File: config.mk
export PLATFORM = sky130hd
export DESIGN_NAME = outmem_drain
export DESIGN_NICKNAME = d
export VERILOG_FILES = /design/src/rtl/outmem_pkg.sv /design/src/rtl/outmem_drain_fifo.sv /design/src/rtl/outmem_drain.sv
export SDC_FILE = /design/constraint.sdc
export NUM_CORES = 1
export LEC_CHECK = 0
export ABC_AREA = 1
export CAP_MARGIN = 25
export CORE_MARGIN = 2
export CORE_UTILIZATION = 30
export CTS_CLUSTER_DIAMETER = 80
export DETAILED_ROUTE_END_ITERATION = 7
export GPL_TIMING_DRIVEN = 0
export HOLD_SLACK_MARGIN = 0.12
export PLACE_DENSITY = 0.6
export SLEW_MARGIN = 20
export SYNTH_ARGS = -nofsm -noshare
export SYNTH_HDL_FRONTEND = slang
export SYNTH_SLANG_ARGS = --single-unit
File: constraint.sdc
create_clock -name i_CLK -period 2.2 [get_ports i_CLK]
set_input_delay 0.44 -clock i_CLK [delete_from_list [all_inputs] [get_ports i_CLK]]
set_output_delay 0.44 -clock i_CLK [all_outputs]
set_load 0.01 [all_outputs]
File: src/rtl/outmem_pkg.sv
// Shared constants and drain FSM state type for the output-memory drain path.
package outmem_pkg;

  localparam int unsigned OUTMEM_DATA_WIDTH = 64;
  localparam int unsigned OUTMEM_ADDR_WIDTH = 5;

  typedef enum logic [1:0] {
    IDLE = 2'd0,
    RUN  = 2'd1,
    FIN  = 2'd2
  } drain_state_e;

endpackage

File: src/rtl/outmem_drain_fifo.sv
// Two-entry FIFO holding {last, data}; simultaneous push and pop is legal at any occupancy.
module outmem_drain_fifo #(
  parameter int unsigned WIDTH = 65
) (
  input  logic             clk_i,
  input  logic             rst_ni,
  input  logic             push_i,
  input  logic [WIDTH-1:0] din_i,
  input  logic             pop_i,
  output logic             valid_o,
  output logic [WIDTH-1:0] dout_o,
  output logic [1:0]       occ_o
);

  logic [WIDTH-1:0] mem_q [2];
  logic [WIDTH-1:0] mem_d [2];
  logic             wr_q, wr_d;
  logic             rd_q, rd_d;
  logic [1:0]       cnt_q, cnt_d;
  logic             do_pop;

  assign do_pop  = pop_i && (cnt_q != 2'd0);
  assign valid_o = (cnt_q != 2'd0);
  assign dout_o  = mem_q[rd_q];
  assign occ_o   = cnt_q;

  always_comb begin
    mem_d = mem_q;
    wr_d  = wr_q;
    rd_d  = rd_q;
    cnt_d = cnt_q;
    // When full, the write slot is the head being popped this same cycle.
    if (push_i) begin
      mem_d[wr_q] = din_i;
      wr_d        = ~wr_q;
    end
    if (do_pop) begin
      rd_d = ~rd_q;
    end
    cnt_d = cnt_q + {1'b0, push_i} - {1'b0, do_pop};
  end

  always_ff @(posedge clk_i) begin
    if (!rst_ni) begin
      mem_q[0] <= '0;
      mem_q[1] <= '0;
      wr_q     <= 1'b0;
      rd_q     <= 1'b0;
      cnt_q    <= 2'd0;
    end else begin
      mem_q <= mem_d;
      wr_q  <= wr_d;
      rd_q  <= rd_d;
      cnt_q <= cnt_d;
    end
  end

endmodule

File: src/rtl/outmem_drain.sv
// Drains a wrapping address range of the output memory (port B) onto a valid/ready stream.
// Define OUTMEM_DRAIN_CLEAR_EN to zero each location as it is read (clear-on-read).
module outmem_drain
  import outmem_pkg::*;
#(
  parameter int unsigned DATA_WIDTH = OUTMEM_DATA_WIDTH,
  parameter int unsigned ADDR_WIDTH = OUTMEM_ADDR_WIDTH
) (
  input  logic                  i_CLK,
  input  logic                  i_RSTn,
  input  logic                  i_START,
  input  logic [ADDR_WIDTH-1:0] i_BASE,
  input  logic [ADDR_WIDTH:0]   i_COUNT,
  output logic                  o_BUSY,
  output logic                  o_DONE,
  output logic                  o_MEM_EN,
  output logic                  o_MEM_WE,
  output logic [ADDR_WIDTH-1:0] o_MEM_ADDR,
  output logic [DATA_WIDTH-1:0] o_MEM_WDATA,
  input  logic [DATA_WIDTH-1:0] i_MEM_RDATA,
  output logic                  o_TVALID,
  input  logic                  i_TREADY,
  output logic [DATA_WIDTH-1:0] o_TDATA,
  output logic                  o_TLAST
);

  localparam int unsigned CW = ADDR_WIDTH + 1;
  localparam int unsigned FW = DATA_WIDTH + 1;

  drain_state_e          state_q, state_d;
  logic [ADDR_WIDTH-1:0] base_q, base_d;
  logic [CW-1:0]         count_q, count_d;
  logic [CW-1:0]         issued_q, issued_d;
  logic                  inflight_q, inflight_d;
  logic                  infl_last_q, infl_last_d;
  logic                  mem_en_c;

  logic                  fifo_pop;
  logic                  fifo_valid;
  logic [FW-1:0]         fifo_dout;
  logic [1:0]            fifo_occ;

  assign fifo_pop = fifo_valid && i_TREADY;

  always_comb begin
    state_d     = state_q;
    base_d      = base_q;
    count_d     = count_q;
    issued_d    = issued_q;
    inflight_d  = 1'b0;
    infl_last_d = 1'b0;
    mem_en_c    = 1'b0;
    case (state_q)
      IDLE: begin
        if (i_START) begin
          if (i_COUNT != '0) begin
            state_d  = RUN;
            base_d   = i_BASE;
            count_d  = i_COUNT;
            issued_d = '0;
          end else begin
            state_d = FIN;
          end
        end
      end
      RUN: begin
        // Issue only if the word is guaranteed a FIFO slot when it returns.
        if ((issued_q < count_q) &&
            (({1'b0, fifo_occ} + {2'b0, inflight_q}) < (3'd2 + {2'b0, fifo_pop}))) begin
          mem_en_c    = 1'b1;
          issued_d    = issued_q + CW'(1);
          inflight_d  = 1'b1;
          infl_last_d = (issued_q == (count_q - CW'(1)));
        end
        if (fifo_pop && fifo_dout[FW-1]) begin
          state_d = FIN;
        end
      end
      FIN:     state_d = IDLE;
      default: state_d = IDLE;
    endcase
  end

  always_ff @(posedge i_CLK) begin
    if (!i_RSTn) begin
      state_q     <= IDLE;
      base_q      <= '0;
      count_q     <= '0;
      issued_q    <= '0;
      inflight_q  <= 1'b0;
      infl_last_q <= 1'b0;
    end else begin
      state_q     <= state_d;
      base_q      <= base_d;
      count_q     <= count_d;
      issued_q    <= issued_d;
      inflight_q  <= inflight_d;
      infl_last_q <= infl_last_d;
    end
  end

  outmem_drain_fifo #(
    .WIDTH (FW)
  ) u_fifo (
    .clk_i   (i_CLK),
    .rst_ni  (i_RSTn),
    .push_i  (inflight_q),
    .din_i   ({infl_last_q, i_MEM_RDATA}),
    .pop_i   (fifo_pop),
    .valid_o (fifo_valid),
    .dout_o  (fifo_dout),
    .occ_o   (fifo_occ)
  );

  assign o_BUSY      = (state_q != IDLE);
  assign o_DONE      = (state_q == FIN);
  assign o_MEM_EN    = mem_en_c;
  assign o_MEM_ADDR  = mem_en_c ? ADDR_WIDTH'(base_q + issued_q[ADDR_WIDTH-1:0]) : '0;
  assign o_MEM_WDATA = '0;
`ifdef OUTMEM_DRAIN_CLEAR_EN
  assign o_MEM_WE    = mem_en_c;
`else
  assign o_MEM_WE    = 1'b0;
`endif
  assign o_TVALID    = fifo_valid;
  assign o_TDATA     = fifo_valid ? fifo_dout[DATA_WIDTH-1:0] : '0;
  assign o_TLAST     = fifo_valid && fifo_dout[FW-1];

endmodule

==> results.ini <==
[outcome]
status = finished with violations
violations = setup timing

[job]
drv_cap = 0

[clocking]
ctsHoldBuffers = 0
clock_latency_ns = 0.42
h-tree-depth = 4
cts_buffer_depth = 2
cts_inserted_buffers = 17
cts_tree = done
root_buffer = clkbuf_16
cts.sinks = 155
clk_pin_slew_ns = 0.06

[place]
dpl-instance-area_sq_mm = 0.00962
pre_cts_slack_ns = -0.519
port_buffers = 151
routabilityCongestion = 0.814
place_inst = 1608
dp_hpwl_um = 15900

[route]
wire_per_inst_um = 13.5
drt-pass1-iter-count = 5
drt_iter0_drc = 272
postRouteWirelength_um = 22500
viasPerCell = 4.39
drcViolationCount = 0
antenna_left = 0
vias = 7296

[timing]
slew_headroom_pct = 58.7
finalHoldViolCount = 0
setup_viol = 6
worst_pin_slew_ns = 0.619
final.setup.tns_ns = -0.777
finalCriticalPeriod_ns = 2.44
setup_ws_ns = -0.235
hold_ws_ns = 0.392
rsz0062_at_grt = true
fin_crit_sh_pct = 111
max_freq_mhz = 411
skew_ns = 0.00517
slew_viol_final = 0

[logic_synthesis]
synth_top_area_cell = dfxtp_1
synthTopCellsByArea = dfxtp_1, nor2_1, o21ai_0
synth.cell_area_sq_mm = 0.00747
synthCells = 1069
syn_area_per_cell_sq_um = 6.99
ys_ff_latch = 155
synth_warnings = 0
ys_seq_area_share_pct = 41.6
synth_top_area_share_pct = 41.6
yosysUniqueCellTypes = 32

[floorplan]
fp.dieArea_sq_mm = 0.0262
rows = 57
core_sq_mm = 0.0244
start_util_pct = 30.6
die_height_um = 162
design.portCount = 218
die_w_um = 162

[pwr]
peakVddDrop_mv = 0.451
p_leak_nw = 4.50
p_per_area_mw_per_mm2 = 856

[min_path]
hp-class = in -> reg

[final_layout]
fin_nets = 1419
layoutNonFillerInstCount = 1661
drive_above_1_share_pct = 22.9
area_growth_pct = 40.7
layout_common_cells = nor2_1, nand2_1, dfxtp_1
final_cell_area_sq_mm = 0.0105
fillers = 2560
mostFrequentLayoutCell = nor2_1

[critical_path]
cp.arrival_ns = 2.00
critPathMaxFanout = 3
start_kind = flop
cp-end-kind = output port
crit_required_ns = 1.76
crit_type = reg -> out

[global_route]
grt_pass1_vias = 6762
grt_max_degree = 17
grt_pass1_wl_um = 35300
grt_use_total_pct = 17.0
overflow = 0
grt_antenna_before_repair = 1

[cells by family after synthesis]
logic type | count (synthesis) | synth area share (%)
xor+xnor | 10 | 1.36
other cells | 1 | 0.0502
flops | 155 | 41.6
simple gates | 483 | 25.8
compound gates | 232 | 15.7
mux | 1 | 0.134
buf+inv | 170 | 12.4
fa+ha+maj | 17 | 2.95
[Yosys cell counts (all sizes together)]
library cell,number
clkinv,1
ha,16
xor2,6
nor3b,1
nand2,162
buf,97
fa,1
nor3,3
mux2i,1
conb,1
clkbuf,35
o21ai,148
a21oi,83
nor2,300
inv,37
dfxtp,155
xnor2,3
xnor3,1
a21o,1
nand3,17
[through the flow]
stage / power [mW] / util (%)
6_report: 8.99 / 43.1
5_1_grt: 9.52 / 43.1
4_1_cts: 9.03 / 43.6
3_5_place_dp: 5.77 / 39.5
3_3_place_gp: 5.75 / 39.5
2_1_floorplan: 4.78 / -
[worst max-delay path: stages, from the launching register on]
cell and delay, ns:
dfxtp_4 0.36, ha_4 0.16, fa_2 0.36, nand2_2 0.08
nand2_2 0.05, a21oi_2 0.14, xor2_1 0.24, nor2_4 0.06
buf_6 0.12
[path summary, 6_finish.rpt]
check / start / to / slack, ns / depth (start not counted)
worst max-delay path: issued_q[0] / o_MEM_ADDR[4] / -0.24 / 8
worst max register to register: count_q[4] / issued_q[0] / 0.48 / 14
worst min register to register: u_fifo.mem_q[0] / u_fifo.mem_q[0] / 0.48 / 2
worst min-delay path: i_RSTn / inflight_q / 0.39 / 3
[layer usage]
| layer | share of wire (%) | vias to the layer above | wire length, um | track usage (%) |
|---|---|---|---|---|
| met3 | 6.1 | 24 | 1370 | 3.98 |
| met2 | 46 | 214 | 10300 | 27.6 |
| li1 | - | 3792 | - | - |
| met1 | 46 | 3266 | 10400 | 22.5 |
| met5 | 0 | - | 0 | 0 |
| met4 | 1.5 | 0 | 338 | 5.19 |
[area by class of cell]
class	instances	area, sq um	share of cell area, %
clock inverters	14	111	1.06
flip-flops and latches	155	3140	29.9
inverters	38	151	1.44
repair buffers	171	1410	13.4
well taps	324	405	3.86
clock buffers	18	429	4.08
multi-input cells	808	3930	37.4
diodes	1	2.50	0.0238
plain buffers	132	922	8.78
[where the power goes]
group | internal [mW] | total [mW] | switching, mW
combinational | 1.26 | 3.05 | 1.79
sequential | 3.05 | 3.20 | 0.146
clock | 1.47 | 2.75 | 1.28
[state kept, by name (all words and copies together) (netlist names)]
| register | count |
|---|---|
| infl_last_q | 1 |
| inflight_q | 1 |
| u_fifo.rd_q | 1 |
| issued_q | 6 |
| base_q | 5 |
| state_q | 2 |
| count_q | 6 |
| u_fifo.wr_q | 1 |
| u_fifo.mem_q | 130 |
| u_fifo.occ_o | 2 |
[repair_timing]
item                                   CTS  global route
resized for setup                      276            88
endpoints found under the hold margin    0             0
setup endpoints to repair               71            60
setup buffers                           17             3
pin swaps                               16             8
(Power assumes the default switching activity.)
